<file path="src/rtl/inst_loader_pkg.sv">
// Shared definitions for the instruction loader: default sizes, address-width helper and FSM state type.
// INST_LOADER_CHECKSUM_EN adds the CHECK and ERROR states.
package inst_loader_pkg;

    localparam int DEF_MEM_LEN   = 32;
    localparam int DEF_INST_SIZE = 32;

    function automatic int addr_bits(input int depth);
        return (depth > 1) ? $clog2(depth) : 1;
    endfunction

    typedef enum logic [2:0] {
        IDLE  = 3'd0,
        LOAD  = 3'd1,
`ifdef INST_LOADER_CHECKSUM_EN
        CHECK = 3'd2,
        ERROR = 3'd5,
`endif
        RUN   = 3'd3,
        HALT  = 3'd4
    } state_t;

endpackage

</file>
<file path="src/rtl/inst_loader.sv">
// Streams a program into instruction memory, then releases the processor and waits for its done flag.
// Define INST_LOADER_CHECKSUM_EN to require a trailing XOR checksum word before the processor is released.
//
//   state | meaning
//   IDLE  | waiting for start after reset
//   LOAD  | accepting program words, one memory write per word
//   CHECK | accepting the checksum word (INST_LOADER_CHECKSUM_EN only)
//   RUN   | processor released, waiting for cpu_done
//   HALT  | processor finished, waiting for start
//   ERROR | checksum mismatch, processor held (INST_LOADER_CHECKSUM_EN only)
module inst_loader
    import inst_loader_pkg::*;
#(
    parameter int  MEM_LEN   = DEF_MEM_LEN,
    parameter int  INST_SIZE = DEF_INST_SIZE,
    localparam int ADDR_SIZE = addr_bits(MEM_LEN)
) (
    input  logic                 clk,
    input  logic                 rst_n,
    input  logic                 start,
    input  logic                 in_valid,
    input  logic [INST_SIZE-1:0] in_data,
    input  logic                 in_last,
    output logic                 in_ready,
    output logic                 mem_write_enable,
    output logic [ADDR_SIZE-1:0] mem_write_addr,
    output logic [INST_SIZE-1:0] mem_write_data,
    output logic                 cpu_run,
    input  logic                 cpu_done,
    output logic [ADDR_SIZE:0]   load_count,
    output logic                 error
);

    localparam logic [ADDR_SIZE:0] LAST_IDX = (ADDR_SIZE+1)'(MEM_LEN - 1);
    localparam logic [ADDR_SIZE:0] CNT_ONE  = (ADDR_SIZE+1)'(1);

    state_t state;
    logic   start_ok;
    logic   load_accept;
    logic   last_word;

`ifdef INST_LOADER_CHECKSUM_EN
    logic                 err_q;
    logic [INST_SIZE-1:0] csum;
    assign error = err_q;
`else
    assign error = 1'b0;
`endif

    always_comb begin
        start_ok = 1'b0;
        case (state)
            IDLE, HALT: start_ok = start;
`ifdef INST_LOADER_CHECKSUM_EN
            ERROR:      start_ok = start;
`endif
            default:    start_ok = 1'b0;
        endcase
    end

    assign load_accept = (state == LOAD) && in_valid && in_ready;
    // The pointer equals load_count, so hitting MEM_LEN-1 means this is the last slot.
    assign last_word   = in_last || (load_count == LAST_IDX);

    always_ff @(posedge clk or negedge rst_n) begin
        if (!rst_n) begin
            state    <= IDLE;
            in_ready <= 1'b0;
            cpu_run  <= 1'b0;
`ifdef INST_LOADER_CHECKSUM_EN
            err_q    <= 1'b0;
`endif
        end else begin
            cpu_run <= 1'b0;
            if (start_ok) begin
                state    <= LOAD;
                in_ready <= 1'b1;
`ifdef INST_LOADER_CHECKSUM_EN
                err_q    <= 1'b0;
`endif
            end else begin
                case (state)
                    LOAD: begin
                        if (load_accept && last_word) begin
`ifdef INST_LOADER_CHECKSUM_EN
                            state    <= CHECK;
`else
                            state    <= RUN;
                            in_ready <= 1'b0;
`endif
                        end
                    end
`ifdef INST_LOADER_CHECKSUM_EN
                    CHECK: begin
                        if (in_valid && in_ready) begin
                            in_ready <= 1'b0;
                            if (in_data == csum) begin
                                state <= RUN;
                            end else begin
                                state <= ERROR;
                                err_q <= 1'b1;
                            end
                        end
                    end
`endif
                    // First RUN cycle carries the final write pulse, so cpu_run rises one cycle later.
                    RUN: begin
                        cpu_run <= !cpu_done;
                        if (cpu_done) state <= HALT;
                    end
                    default: ;
                endcase
            end
        end
    end

    always_ff @(posedge clk or negedge rst_n) begin
        if (!rst_n) begin
            mem_write_enable <= 1'b0;
            mem_write_addr   <= '0;
            mem_write_data   <= '0;
            load_count       <= '0;
`ifdef INST_LOADER_CHECKSUM_EN
            csum             <= '0;
`endif
        end else begin
            mem_write_enable <= 1'b0;
            if (start_ok) begin
                load_count <= '0;
`ifdef INST_LOADER_CHECKSUM_EN
                csum       <= '0;
`endif
            end else if (load_accept) begin
                mem_write_enable <= 1'b1;
                mem_write_addr   <= load_count[ADDR_SIZE-1:0];
                mem_write_data   <= in_data;
                load_count       <= load_count + CNT_ONE;
`ifdef INST_LOADER_CHECKSUM_EN
                csum             <= csum ^ in_data;
`endif
            end
        end
    end

endmodule

</file>
<file path="config.mk">
export PLATFORM = sky130hd
export DESIGN_NAME = inst_loader
export DESIGN_NICKNAME = d
export VERILOG_FILES = /design/src/rtl/inst_loader_pkg.sv /design/src/rtl/inst_loader.sv
export SDC_FILE = /design/constraint.sdc
export NUM_CORES = 1
export LEC_CHECK = 0
export ABC_CLOCK_PERIOD_IN_PS = 2500
export CORE_UTILIZATION = 30
export DETAILED_ROUTE_END_ITERATION = 10
export GPL_TIMING_DRIVEN = 0
export HOLD_SLACK_MARGIN = 0.1
export SYNTH_ARGS = -nofsm -noshare
export SYNTH_HDL_FRONTEND = slang
export SYNTH_SLANG_ARGS = --single-unit
</file>
<file path="constraint.sdc">
create_clock -name clk -period 2.5 [get_ports clk]
set_clock_uncertainty 0.1 [all_clocks]
set_input_delay 0.625 -clock clk [delete_from_list [all_inputs] [get_ports clk]]
set_output_delay 0.625 -clock clk [all_outputs]
set_load 0.01 [all_outputs]
</file>
# ---- Word-level counts from Yosys, hierarchy flattened
# Cells that the tools add are included.
# Widths: inputs -> output; s select.
dict set report word_totals {
  ff_bits 49
  latch_bits 0
  mem_bits_rw 0
  rom_bits 0
  in_bits 38
  output_inout_bits 47
  wordCells 43
  mem_count 0
}
dict set report op_classes {
  addsub 1
  multipliers 0
  div 0
  order_cmp 0
  eq_ne 6
  shifts 0
  mux 14
  n_bitwise 1
  n_reduce_logical 14
}
# cell count
set op_table {}
lappend op_table {{$mux 6} 2}
lappend op_table {{$mux 3} 3}
lappend op_table {{$mux 1} 8}
lappend op_table {{$add 6x1->6 const B} 1}
lappend op_table {{$eq 6x5->1 const B} 1}
lappend op_table {{$pmux 3 s2} 1}
lappend op_table {{$reduce_bool 2->1} 3}
lappend op_table {{$reduce_and 2->1} 2}
lappend op_table {{$eq 3x1->1 const B} 1}
lappend op_table {{$eq 3x2->1 const B} 1}
lappend op_table {{$eq 3x3->1 const B} 1}
lappend op_table {{$logic_and 1x1->1} 3}
lappend op_table {{$logic_not 3->1} 1}
lappend op_table {{$ne 3x2->1 const B} 1}
lappend op_table {{$ne 3x3->1 const B} 1}
lappend op_table {{$reduce_and 3->1} 1}
lappend op_table {{$reduce_bool 3->1} 1}
lappend op_table {{$reduce_or 2->1} 1}
lappend op_table {{$logic_not 1->1} 1}
lappend op_table {{$logic_or 1x1->1} 1}
lappend op_table {{$not 1->1} 1}

# ---- Longest topological paths before layout
# Gate-level depths: netlist (run 1).
dict set report logic_depth {
  ltp_word 7
  ltp_mapped 6
  mapped_depth_nobuf 4
}

# ---- Worst setup path before layout (run 1)
# No wires, ideal clock.
dict set report synth_path {
  path_kind {input port to flip-flop}
  start {in in_valid}
  end {reg mem_write_data[10]}
  setup_time_ps 125
  arrival_time_ps 1547
  required_time_ps 2275
  setup_slack_ps 728
  stages 5
  path_buffers 1
  path_cell_list {nand4b_4 or2_4 inv_8 buf_12 mux2_4}
}
dict set report synth_via {
  elab_chain_len 3
}
# item line
set synth_lines {}
lappend synth_lines {{start, declared} inst_loader.sv:21} ;# input logic in_valid,
lappend synth_lines {{$logic_and 1x1->1 (2 in series)} inst_loader.sv:61} ;# assign load_accept = (state == LOAD) && in_valid && in_ready;
lappend synth_lines {{$reduce_and 2->1 (no line)} n/a}
lappend synth_lines {{end signal, assigned} inst_loader.sv:136} ;# mem_write_data <= in_data;
lappend synth_lines {{end, declared} inst_loader.sv:27} ;# output logic [INST_SIZE-1:0] mem_write_data,
# No other way between the ends.
# A chain may end at the register's enable or synchronous reset.

# ---- Worst setup path in the final report (run 1)
dict set report layout_path {
  start {reg load_count[2]}
  end {out load_count[2]}
}
# item line
set layout_lines {}
lappend layout_lines {{start, declared} inst_loader.sv:30} ;# output logic [ADDR_SIZE:0] load_count,
lappend layout_lines {{start signal, assigned} inst_loader.sv:137} ;# load_count <= load_count + CNT_ONE;
# No word-level cell between the ends.

==> run metrics, run 1 <==
status finished clean; largest net degree at the start of global routing 38; fin crit share 83.8%; Gate power share roughly 50%; router iterations before antenna repair 4; synthesized area between 0.002 and 0.0025 mm²; Critical-path top delay cell clkdlybuf4s50_1; met2 WL 2.13 mm; CTS Buffer Depth 2; RD Place Congestion 0.715; Metal-1 WL about 2.1 mm; share of cells above drive strength 1 24.6%; Net Count, Synth 176; Post-Synthesis Mean Instance Area 15.8 µm²; Total GRT Usage approximately an eighth; Crit Path Max Fanout 8; Yosys top cell area share 56.7%; PwrDens between 1000 and 1500 mW/mm²; Placeable Area 0.00687 mm²; final hold violation count 0; Data required, critical path between 1.5 and 2 ns; Synth area leader dfrtp_1; CP Cell Sequence clkdlybuf4s50_1; Die ar. 0.00755 mm²; n_diodes 0; Pwr Total 3.61 mW; first-pass GRT wire length 7.28 mm; CTS tree done; MaxCap Viol Count 0; switching power around 1.1 mW; Routed WL per cell 14.0 µm; post-route design area 0.00321 mm²; max-slew violations 0; Pleak 1.39 nW; worst reg2reg startpoint state[2]; vias in the first global route 1449; crit path from load_count[2]; nets ~270; Setup CP Type reg2out; hold_buf cts 0; Clock Power Share roughly an eighth; Post-synth EDFFs 0; Starting Density 31.5%; Sequential cell area roughly 0.0012 mm²; Die Wd 86.9 µm; FF-to-FF path depth 5; flops & latches, synth 49; Post-Route WL roughly 4.5 mm; VDD IR-drop max 0.441 mV; post-synthesis sequential area ratio 56.7%; synth top area cells dfrtp_1 (57%), mux2_4 (24%), buf_12 (2.8%); Post-CTS Setup Bufs 0; Final Critical Period ~2.1 ns; Largest delay share family, worst path buffers and inverters; pre-CTS setup slack 0.0925 ns; worst hold-check path type in2async; CP bufs+invs 1; Via density 4.32; area occupied by multi-input gates 823 µm²; Antenna Violating Nets Remaining 0; Mapped Cells 137; Area Growth Syn to Fin 48.7%; RSZ-0062 raised after global routing no; Iter 0 DRT Violations 35; Inserted Clock Buffers 5; f_max about 480 MHz; # DRC 0; aggregate global routing overflow 0; H-tree depth 2; Final setup violation count 0; Synth warnings 0; crit path launch type register; Unique masters post-synth 32; initial antenna violation count 0; most instantiated cells after synthesis dfrtp_1 (49), mux2_4 (34), a21oi_1 (5); most numerous cell in the Yosys netlist dfrtp_1; Root Buffer clkbuf_8; internal power 2.55 mW; via count 1400; Data arrival, critical path ~1.4 ns; Worst Slack Setup Final 0.405 ns; num rows 30; Critical Path Max Stage Delay 0.60 ns; Area after DPL ~0.0031 mm²; Met3 Wirelength 246 µm; Clock Latency Late Sink about 0.29 ns; Sw Ratio between 20 and 30%; Post-synth top flop dfrtp_1; port bufs 83; Async S/R FF share, synth 100%; die height 86.9 µm; Top Metal Used met4; clk slew on worst S/H paths 0.09 ns; CTS sink count 49; setup TNS 0 ns; placed wire-length estimate roughly 3.2 mm; # IOs 85; post-CTS sizing 0; FILL cells 627; Seq pwr share 37.2%; WP depth 1; Crit. End Element output pin
[kinds of logic after synthesis]
family	count (synthesis)	share of synthesized area (%)
flops	49	56.7
compound gates	17	5.03
other cells	1	0.173
simple gates	21	6.66
fa+ha+maj	1	0.579
buf+inv	10	5.21
mux	38	25.6
[sequential cells by signal (all words and copies together) (netlist names)]
register and count:
cpu_run 1, load_count 6, mem_write_data 32, mem_write_addr 5
mem_write_enable 1, state 3, in_ready 1
[through the flow]
stage	util, %	hold slack, ns	std cells
2_1_floorplan	-	0.229	137
3_3_place_gp	45.3	0.390	316
3_5_place_dp	45.5	0.393	317
4_1_cts	46.8	0.116	324
5_1_grt	46.8	0.127	324
6_report	46.8	0.115	324
[layer usage]
| layer | up-vias | global-route usage, % |
|---|---|---|
| li1 | 666 | - |
| met5 | - | 0 |
| met4 | 0 | 2.73 |
| met3 | 2 | 3.41 |
| met1 | 678 | 17.0 |
| met2 | 54 | 19.8 |
[layout make-up]
cell class	instances	share of cell area, %
buffer	7	2.92
clock buffer	7	2.69
inverter	3	0.584
multi-input combinational	78	25.6
sequential	49	38.1
tap	96	3.74
timing repair buffer	84	26.3
[cells in the final DEF (no fill, tap or decap), types with 2 or more instances in the layout]
master           count
clkdlybuf4s50_1     82
dfrtp_1             49
mux2_4              34
clkbuf_8             6
a21oi_1              5
buf_12               4
nand2b_1             4
o21ai_0              4
nor2_1               3
nand2_1              3
mux2_2               3
buf_6                2
clkbuf_1             2
nand3_1              2
o31ai_1              2
or4_1                2
inv_1                2
o211ai_1             2
[power by group through the flow]
stage                     Clock, mW  Combinational, mW  Sequential [mW]
after floorplan                   0              0.824             1.49
after global placement            0               1.80             1.35
after detailed placement          0               1.82             1.36
after CTS                     0.498               1.83             1.35
after global routing          0.533               1.92             1.39
final                         0.470               1.80             1.34
[path summary, 6_finish.rpt]
path	endpoint	slack [ns]
setup / recovery	load_count[2]	0.40
hold / removal	cpu_run	0.11
setup reg to reg	mem_write_data[30]	0.73
hold reg to reg	mem_write_data[3]	0.41
max in group asynchronous	mem_write_data[3]	1.68
min in group clk	mem_write_data[3]	0.41
(Power assumes the default switching activity.)
==> run 2: changes to the inputs <==
Settings changed: ABC_CLOCK_PERIOD_IN_PS 2500 to 1900.
Clock period 2.5 ns to 1.9 ns, I/O delays scaled along.
==> run 2 against run 1 <==
Effect of this change:
- final area rose by 1.9%
- sequential power increased by 31%
- worst hold slack gained 0.29 ns
- first-iteration DRC count rose by 2.9%
- register-to-register slack got worse by 0.53 ns
- flip-flop and latch count unchanged
- via count grew 1.6%
- cell count rose by 2.2%
- setup slack got worse by 0.36 ns
- die area stayed put
==> run metrics, run 2 (synthesis gave the netlist of run 1 again) <==
status finished clean; PwrDens 1470 mW/mm² (+31%); # DRC 0 (unchanged); commonest non-fill, non-tap cell in the layout clkdlybuf4s50_1; Critical-path top delay cell clkdlybuf4s50_1; Pleak 1.41 nW (+1.3%); setup TNS 0 ns (unchanged); Largest register FFs 32 (unchanged); H-tree depth 2 (unchanged); Clock Latency Late Sink 0.29 ns (about the same); final core utilization 47.7% (+0.87 points); CTS Buffer Depth 2 (unchanged); Area Growth Syn to Fin 51.4%; FF-to-FF path depth 6 (+1); Final setup violation count 0 (unchanged); placed wire-length estimate 3.18 mm (unchanged); Largest Register mem_write_data; crit path launch type input pin; Via density 4.30 (-0.58%); Inst Count DP 317 (unchanged); CTS sink count 49 (unchanged); crit path from in_valid; Final Critical Period 1.86 ns; n_diodes 0 (unchanged); Top Registers mem_write_data: 32 flops, load_count: 6 flops, mem_write_addr: 5 flops; initial antenna violation count 0 (unchanged); Die ar. 0.00755 mm² (unchanged); VDD IR-drop max 0.545 mV (+24%); Total GRT Usage 12.7% (+0.17 points); nets 274 (+2.6%); Root Buffer clkbuf_8; Critical Path Max Stage Delay 0.50 ns (-0.10 ns); largest net degree at the start of global routing 38 (unchanged); f_max 538 MHz; aggregate global routing overflow 0 (unchanged); max-slew violations 0 (unchanged); Inserted Clock Buffers 5 (unchanged); Area after DPL 0.00313 mm² (unchanged); router iterations before antenna repair 4 (unchanged); Routed WL per cell 13.9 µm (-0.51%); Placeable Area 0.00687 mm² (unchanged); RSZ-0062 raised after global routing no; RD Place Congestion 0.715 (unchanged); Sequential cell area 0.00123 mm² (+0.41%); Crit. End Element register; FILL cells 627 (unchanged); die height 86.9 µm (unchanged); share of cells above drive strength 1 28.1% (+3.5 points); Crit Path Max Fanout 10 (+2); # IOs 85 (unchanged); CTS tree done; Post-Route WL 4.60 mm (+1.6%); area occupied by multi-input gates 823 µm² (unchanged); Worst R2R End mem_write_data[5]; first-pass GRT wire length 7.36 mm (+1.0%); worst hold-check path type reg2reg; port bufs 83 (unchanged); Iter 0 DRT Violations 36 (+2.9%); worst hold slack 0.410 ns (+0.295 ns); post-route design area 0.00327 mm² (+1.9%); clk slew on worst S/H paths 0.08 ns (about the same); Setup CP Type in2reg; Hold Crit Depth 1; Data arrival, critical path 1.94 ns (+0.57 ns); non-filler instance count after layout 331 (+2.2%); via count 1422 (+1.6%); Antenna Violating Nets Remaining 0 (unchanged); final hold violation count 0 (unchanged); FF-to-FF setup slack 0.20 ns (-0.53 ns); commonest cells after routing, fill and taps aside clkdlybuf4s50_1 (82), dfrtp_1 (45), mux2_4 (34), buf_4 (7), clkbuf_8 (6); vias in the first global route 1459 (+0.69%); fin crit share a little over nine tenths; Data required, critical path 1.98 ns (+0.21 ns); num rows 30 (unchanged); Die Wd 86.9 µm (unchanged); MaxCap Viol Count 0 (unchanged); Hold Path Origin mem_write_data[3]; CP Cell Sequence clkdlybuf4s50_1 -> nand4b_4 -> or2_4 -> inv_8 -> buf_12 -> mux2_4; Starting Density 31.5% (unchanged); worst reg2reg startpoint in_ready; Worst Hold End mem_write_data[3]
## run 2: power breakdown
group | leakage, nW | internal, mW | switching, mW
clock | 0.0443 | 0.290 | 0.331
combinational | 0.772 | 1.62 | 0.826
sequential | 0.594 | 1.49 | 0.263
## run 2: repair_timing
action	CTS	global route
pin swaps	2	0
hold buffers	1	0
setup buffers	2	4
endpoints found under the hold margin	12	0
resized for setup	3	1
setup endpoints to repair	33	4
## run 2: stage by stage
stage	worst slack [ns]	total power [mW]
floorplan	0.272	3.05
global placement	-1.33	4.15
detailed placement	-0.358	4.18
CTS	0.00617	4.87
global route	0.00506	5.12
finish	0.0410	4.82
## run 2: cell type report
class	instances	area share, %
buffer	7	2.87
clock buffer	7	2.64
inverter	3	0.573
multi-input combinational	78	25.1
sequential	49	37.6
tap	96	3.67
timing repair buffer	91	27.5
## run 2: worst max-delay path by stage
stage | depth (start not counted) | endpoint | slack (ns)
2_1_floorplan | 5 | mem_write_data[10] | 0.27
3_3_place_gp | 1 | mem_write_data[4] | -1.33
3_5_place_dp | 6 | mem_write_data[16] | -0.36
4_1_cts | 1 | load_count[1] | 0.006
5_1_grt | 1 | load_count[4] | 0.005
6_report | 6 | mem_write_data[5] | 0.04
## run 2: critical path: cells and delay by family
| kind | cells | cell delay (ns) |
|---|---|---|
| buf+inv | 3 | 0.75 |
| simple gates | 2 | 0.40 |
| mux | 1 | 0.30 |
## run 2: metal layers
layer  track usage [%]  up-vias  share of wire (%)
met3              3.41        2                5.1
met4              2.73        0               0.39
li1                  -      679                  -
met1              17.3      693                 48
met2              20.1       48                 47
met5                 0        -                  0
==> edit 1, RTL diff (flow settings as in run 2) <==
The option `INST_LOADER_CHECKSUM_EN` is turned on by a define.
--- a/src/rtl/inst_loader_pkg.sv
+++ b/src/rtl/inst_loader_pkg.sv
@@ -1,4 +1,6 @@
 // Shared definitions for the instruction loader: default sizes, address-width helper and FSM state type.
 // INST_LOADER_CHECKSUM_EN adds the CHECK and ERROR states.
+`define INST_LOADER_CHECKSUM_EN
+
 package inst_loader_pkg;
 
Check against the original RTL: not equivalent (a bounded check fails within 4 cycles, from zero or initial values and one cycle with rst_n low).
==> edit 1 against run 2 <==
The flow now finishes with violations (negative setup slack); die area increased by 68%; power increased by 54%; wire length increased by 110%; sequential cell count increased by 33; non-clock buffer count increased by 15; combinational power increased by 7%; sequential share of layout area increased by 1.8 points; area after synthesis increased by 70%; critical path depth unchanged; worst setup slack got worse by 0.070 ns; cell area increased by 59%; critical path type unchanged; critical endpoint is now state[2]; largest power group is now sequential cells.
==> edit 1: results (changes against run 2) <==
[cts]
clk_pin_slew_ns=0.06  ; was 0.08 ns
cts.sinks=82  ; was 49
ctsRootBufferMaster=clkbuf_16  ; was clkbuf_8
clk_latency_ns=0.33  ; was 0.29 ns
htreeDepth=3  ; was 2

[status]
status=finished, violations left  ; was complete, no violations
violations=negative setup slack

[pwr]
peakVddDrop_uv=511.4  ; was 545.4 uV

[finish]
multi_input_area_share_pct=31.18  ; was 25.14%
drive_gt1_share_pct=13.13  ; was 28.09%
multi_input_area_um2=1627  ; was 823.3 um^2
nonClkBufAreaFrac_pct=19.54  ; was 30.38%
fin_nets=552  ; was 274
final_cells=666  ; was 331
seq_area_um2=2057  ; was 1231 um^2
fillers=1167  ; was 627
reg_top3=csum (32), mem_write_data (32), load_count (6)  ; was mem_write_data (32), load_count (6), mem_write_addr (5)
num-multi-input-gates=302  ; was 78
nonClockBufferCount=113  ; was 98

[global_routing]
grt.total_usage_pct=15.84  ; was 12.65%
grt_use_met1_pct=19.94  ; was 17.29%
first_global_vias=3134  ; was 1459
grt_pass1_wl_um=15460  ; was 7355 um

[logic_synthesis]
yosys-top-cells-count=118 x nand2_1, 82 x dfrtp_1, 50 x o21ai_0, 39 x nor2_1, 29 x xor2_1  ; was 49 x dfrtp_1, 34 x mux2_4, 5 x a21oi_1, 4 x nand2b_1, 4 x o21ai_0
synth_cell_types=40  ; was 32
synth_fp_nets=442  ; was 176
synthTopCellsByArea=dfrtp_1 56%, nand2_1 12%, xor2_1 6.9%, o21ai_0 6.8%, nor2_1 4.0%  ; was dfrtp_1 57%, mux2_4 24%, buf_12 2.8%, mux2_2 1.6%, a21oi_1 1.2%

[placement]
place_congestion=0.8070  ; was 0.7154
hpwl_um=6977  ; was 3179 um
dpl-instance-area_um2=4721  ; was 3128 um^2

[sta]
tns_ns=-0.02895  ; was 0 ns
fin_hold_ws_ns=0.3246  ; was 0.4098 ns
setup_slack_ns=-0.02895  ; was 0.04098 ns
finalSetupViolCount=1  ; was 0

[routing]
drt_iter0_markers=146  ; was 36
routed-via-count=3183  ; was 1422
wl_per_cell_um=14.78  ; was 13.89 um

[setup_path]
r2r-start=csum[3]  ; was in_ready
path_delay_family=simple AND/OR/NAND/NOR gates  ; was buffers and inverters
cp-endpoint=state[2]  ; was mem_write_data[5]
crit_fanout=4  ; was 10
worstRegToRegCells=5  ; was 6
crit_slowest_cell=or4_4  ; was clkdlybuf4s50_1
startpoint=in_data[17]  ; was in_valid

[hold_path]
hold_end=mem_write_data[11]  ; was mem_write_data[3]
hold_path.class=input pin to flop  ; was flop to flop
min_path_cells=3  ; was 1

==> edit 1: routing by layer <==
metal  vias up  wire length (um)  share of wire [%]
met2        75              4724                 48
met3        15               481                4.9
met5         -                 0                  0
li1       1556                 -                  -
met4         0               184                1.9
met1      1537              4454                 45
==> edit 1: timing repair <==
action / in CTS / in global routing
endpoints found under the setup margin: 38 / 39
gates resized for setup: 49 / 23
cloned: 0 / 1
buffers inserted: 3 / 10
hold buffers: 1 / 0
pin swaps: 14 / 5
hold endpoints to repair: 38 / 0
==> edit 1: cells by family after synthesis <==
group / count (synthesis) / synth area share (%)
buf+inv: 20 / 2.283
simple gates: 185 / 21.34
fa+ha+maj: 1 / 0.3408
xor+xnor: 34 / 8.112
flops: 82 / 55.90
compound gates: 81 / 12.03
==> edit 1: where the power goes <==
part | switching (uW) | internal [uW] | leakage [uW]
clock network | 704 | 1090 | 0.000145
logic | 1280 | 1340 | 0.00134
registers | 551 | 2450 | 0.00108
==> edit 2, RTL diff (flow settings as in run 2) <==
Without the edit above. Re-encode `state_t` (4 states) as one-hot, 4 bits wide.
--- a/src/rtl/inst_loader_pkg.sv
+++ b/src/rtl/inst_loader_pkg.sv
@@ -10,13 +10,13 @@
     endfunction
 
-    typedef enum logic [2:0] {
-        IDLE  = 3'd0,
-        LOAD  = 3'd1,
+    typedef enum logic [3:0] {
+        IDLE  = 4'b0001,
+        LOAD  = 4'b0010,
 `ifdef INST_LOADER_CHECKSUM_EN
         CHECK = 3'd2,
         ERROR = 3'd5,
 `endif
-        RUN   = 3'd3,
-        HALT  = 3'd4
+        RUN   = 4'b0100,
+        HALT  = 4'b1000
     } state_t;
 
Behaviour: same outputs for any inputs over 10 cycles, from zero or initial values and one cycle with rst_n low; not proved beyond that.
==> edit 2 against run 2 <==
The run now ends with design-rule violations left; sequential cell count is 1 higher; cell count is 5.4% lower; cell area is 4.5% lower; wire length is 7.4% lower; register-to-register slack worse by 0.11 ns; area after synthesis is 6.0% lower; worst setup slack better by 0.030 ns; die area is 5.9% lower; critical endpoint is now load_count[1]; highest routed layer unchanged.
Power is not compared: it rests on default switching activity, and its combinational part moved more than twofold at a synthesized area within 25%.
==> edit 2: results (changes against run 2) <==
[setup_path]
r2r-end=mem_write_data[7]  ; was mem_write_data[5]
r2r-start=state[3]  ; was in_ready
worstRegToRegCells=5  ; was 6
cpPeakStageDelay_ns=0.55  ; was 0.50 ns
crit_fanout=4  ; was 10
crit_slowest_cell=clkdlybuf4s50_1  ; unchanged
startpoint=load_count[1]  ; was in_valid
r2r_slack_ns=0.09  ; was 0.20 ns
cp.arrival_ns=1.25  ; was 1.94 ns
cp-endpoint=load_count[1]  ; was mem_write_data[5]

[routing]
drc=8  ; was 0
firstDrtPassIters=7  ; was 4
vias_per_cell=4.578  ; was 4.296
drt_iter0_markers=36  ; unchanged
drt_wl_total_um=4255  ; was 4596 um

[finish]
fin_nets=275  ; was 274
fillers=614  ; was 627
n_antenna_cell=0  ; unchanged
final_cells=313  ; was 331
drive_gt1_share_pct=13.98  ; was 28.09%

[status]
status=finished, violations left  ; was complete, no violations
violations=design-rule violations

[placement]
io_buffers=83  ; unchanged
place_congestion=0.7279  ; was 0.7154
place_inst=299  ; was 317
hpwl_um=2993  ; was 3179 um
dp_slack_ns=-0.3221  ; was -0.3575 ns
dpl-instance-area_um2=2974  ; was 3128 um^2

[logic_synthesis]
synth_cell_types=29  ; was 32
synth_fp_nets=177  ; was 176
ys_seq_area_share_pct=61.64  ; was 56.71%
yosys-top-cells-count=49 x dfrtp_1, 35 x mux2_1, 6 x nand2_1, 6 x nor2_1, 5 x mux2_2  ; was 49 x dfrtp_1, 34 x mux2_4, 5 x a21oi_1, 4 x nand2b_1, 4 x o21ai_0
synthTopCellsByArea=dfrtp_1 60%, mux2_1 19%, mux2_2 2.8%, buf_6 2.2%, dfstp_2 1.3%  ; was dfrtp_1 57%, mux2_4 24%, buf_12 2.8%, mux2_2 1.6%, a21oi_1 1.2%
async_flop_share_pct=100.0  ; unchanged
syn_avg_cell_area_um2=14.72  ; was 15.78 um^2

[global_routing]
grt.total_usage_pct=12.75  ; was 12.65%
grt_start_max_net_pins=29  ; was 38
antenna_found_initial=0  ; unchanged
grt_pass1_wl_um=7113  ; was 7355 um
first_global_vias=1418  ; was 1459

[cts]
ctsRootBufferMaster=clkbuf_8  ; unchanged
clk_pin_slew_ns=0.08  ; about the same

[sta]
slew_headroom_pct=63.38
fmax_mhz=546.8  ; was 537.9 MHz

[hold_path]
min_path_cells=1  ; unchanged

## edit 2: what timing repair did
item | in CTS | in global routing
hold endpoints to repair | 21 | 0
hold buffers | 1 | 0
setup buffers | 2 | 3
gates resized for setup | 5 | 2
setup endpoints to repair | 39 | 36
pin swaps | 1 | 1
gates cloned | 1 | 0
## edit 2: power breakdown
part / internal (uW) / switching, uW / leakage (uW) / total, uW
logic: 75.6 / 35.5 / 0.000757 / 111
registers: 1060 / 0.998 / 0.000686 / 1070
clock network: 254 / 328 / 0.0000383 / 583
total: 1390 / 365 / 0.00148 / 1760
## edit 2: cells by family after synthesis
kind of cell / Yosys count / synth area share [%]
DFF: 50 / 61.64
other: 1 / 0.1846
buffers and inverters: 7 / 3.017
AOI/OAI and AO/OA: 9 / 3.078
adders and majority gates: 1 / 0.6157
xor gates and xnor gates: 3 / 1.293
muxes: 42 / 23.15
and+or+nand+nor: 25 / 7.020
## edit 2: area by class of cell
class                   instances  area, um^2  share of cell area, %
plain buffers                   6       57.56                  1.841
multi-input cells              82       739.5                  23.65
flip-flops and latches         50        1257                  40.22
clock buffers                   7       76.32                  2.441
well taps                      77       96.34                  3.081
repair buffers                 90       895.9                  28.65
inverters                       1       3.754                 0.1200
## edit 2: metal layers
metal  global-route usage [%]  up-vias  wire length, um
met4                    5.172        0               52
met3                    3.540        5              324
met5                        0        -                0
met1                    17.17      703             1975
met2                    19.45       51             1903
li1                         -      674                -
## edit 2: how the worst min path moves through the flow
stage                         endpoint                from  slack [ns]
finish              mem_write_data[25]  mem_write_data[25]        0.39
global route        mem_write_data[20]  mem_write_data[20]        0.41
CTS                  mem_write_data[9]   mem_write_data[9]        0.40
detailed placement   mem_write_data[9]   mem_write_data[9]        0.38
global placement    mem_write_data[28]  mem_write_data[28]        0.37
floorplan                      cpu_run               rst_n        0.08
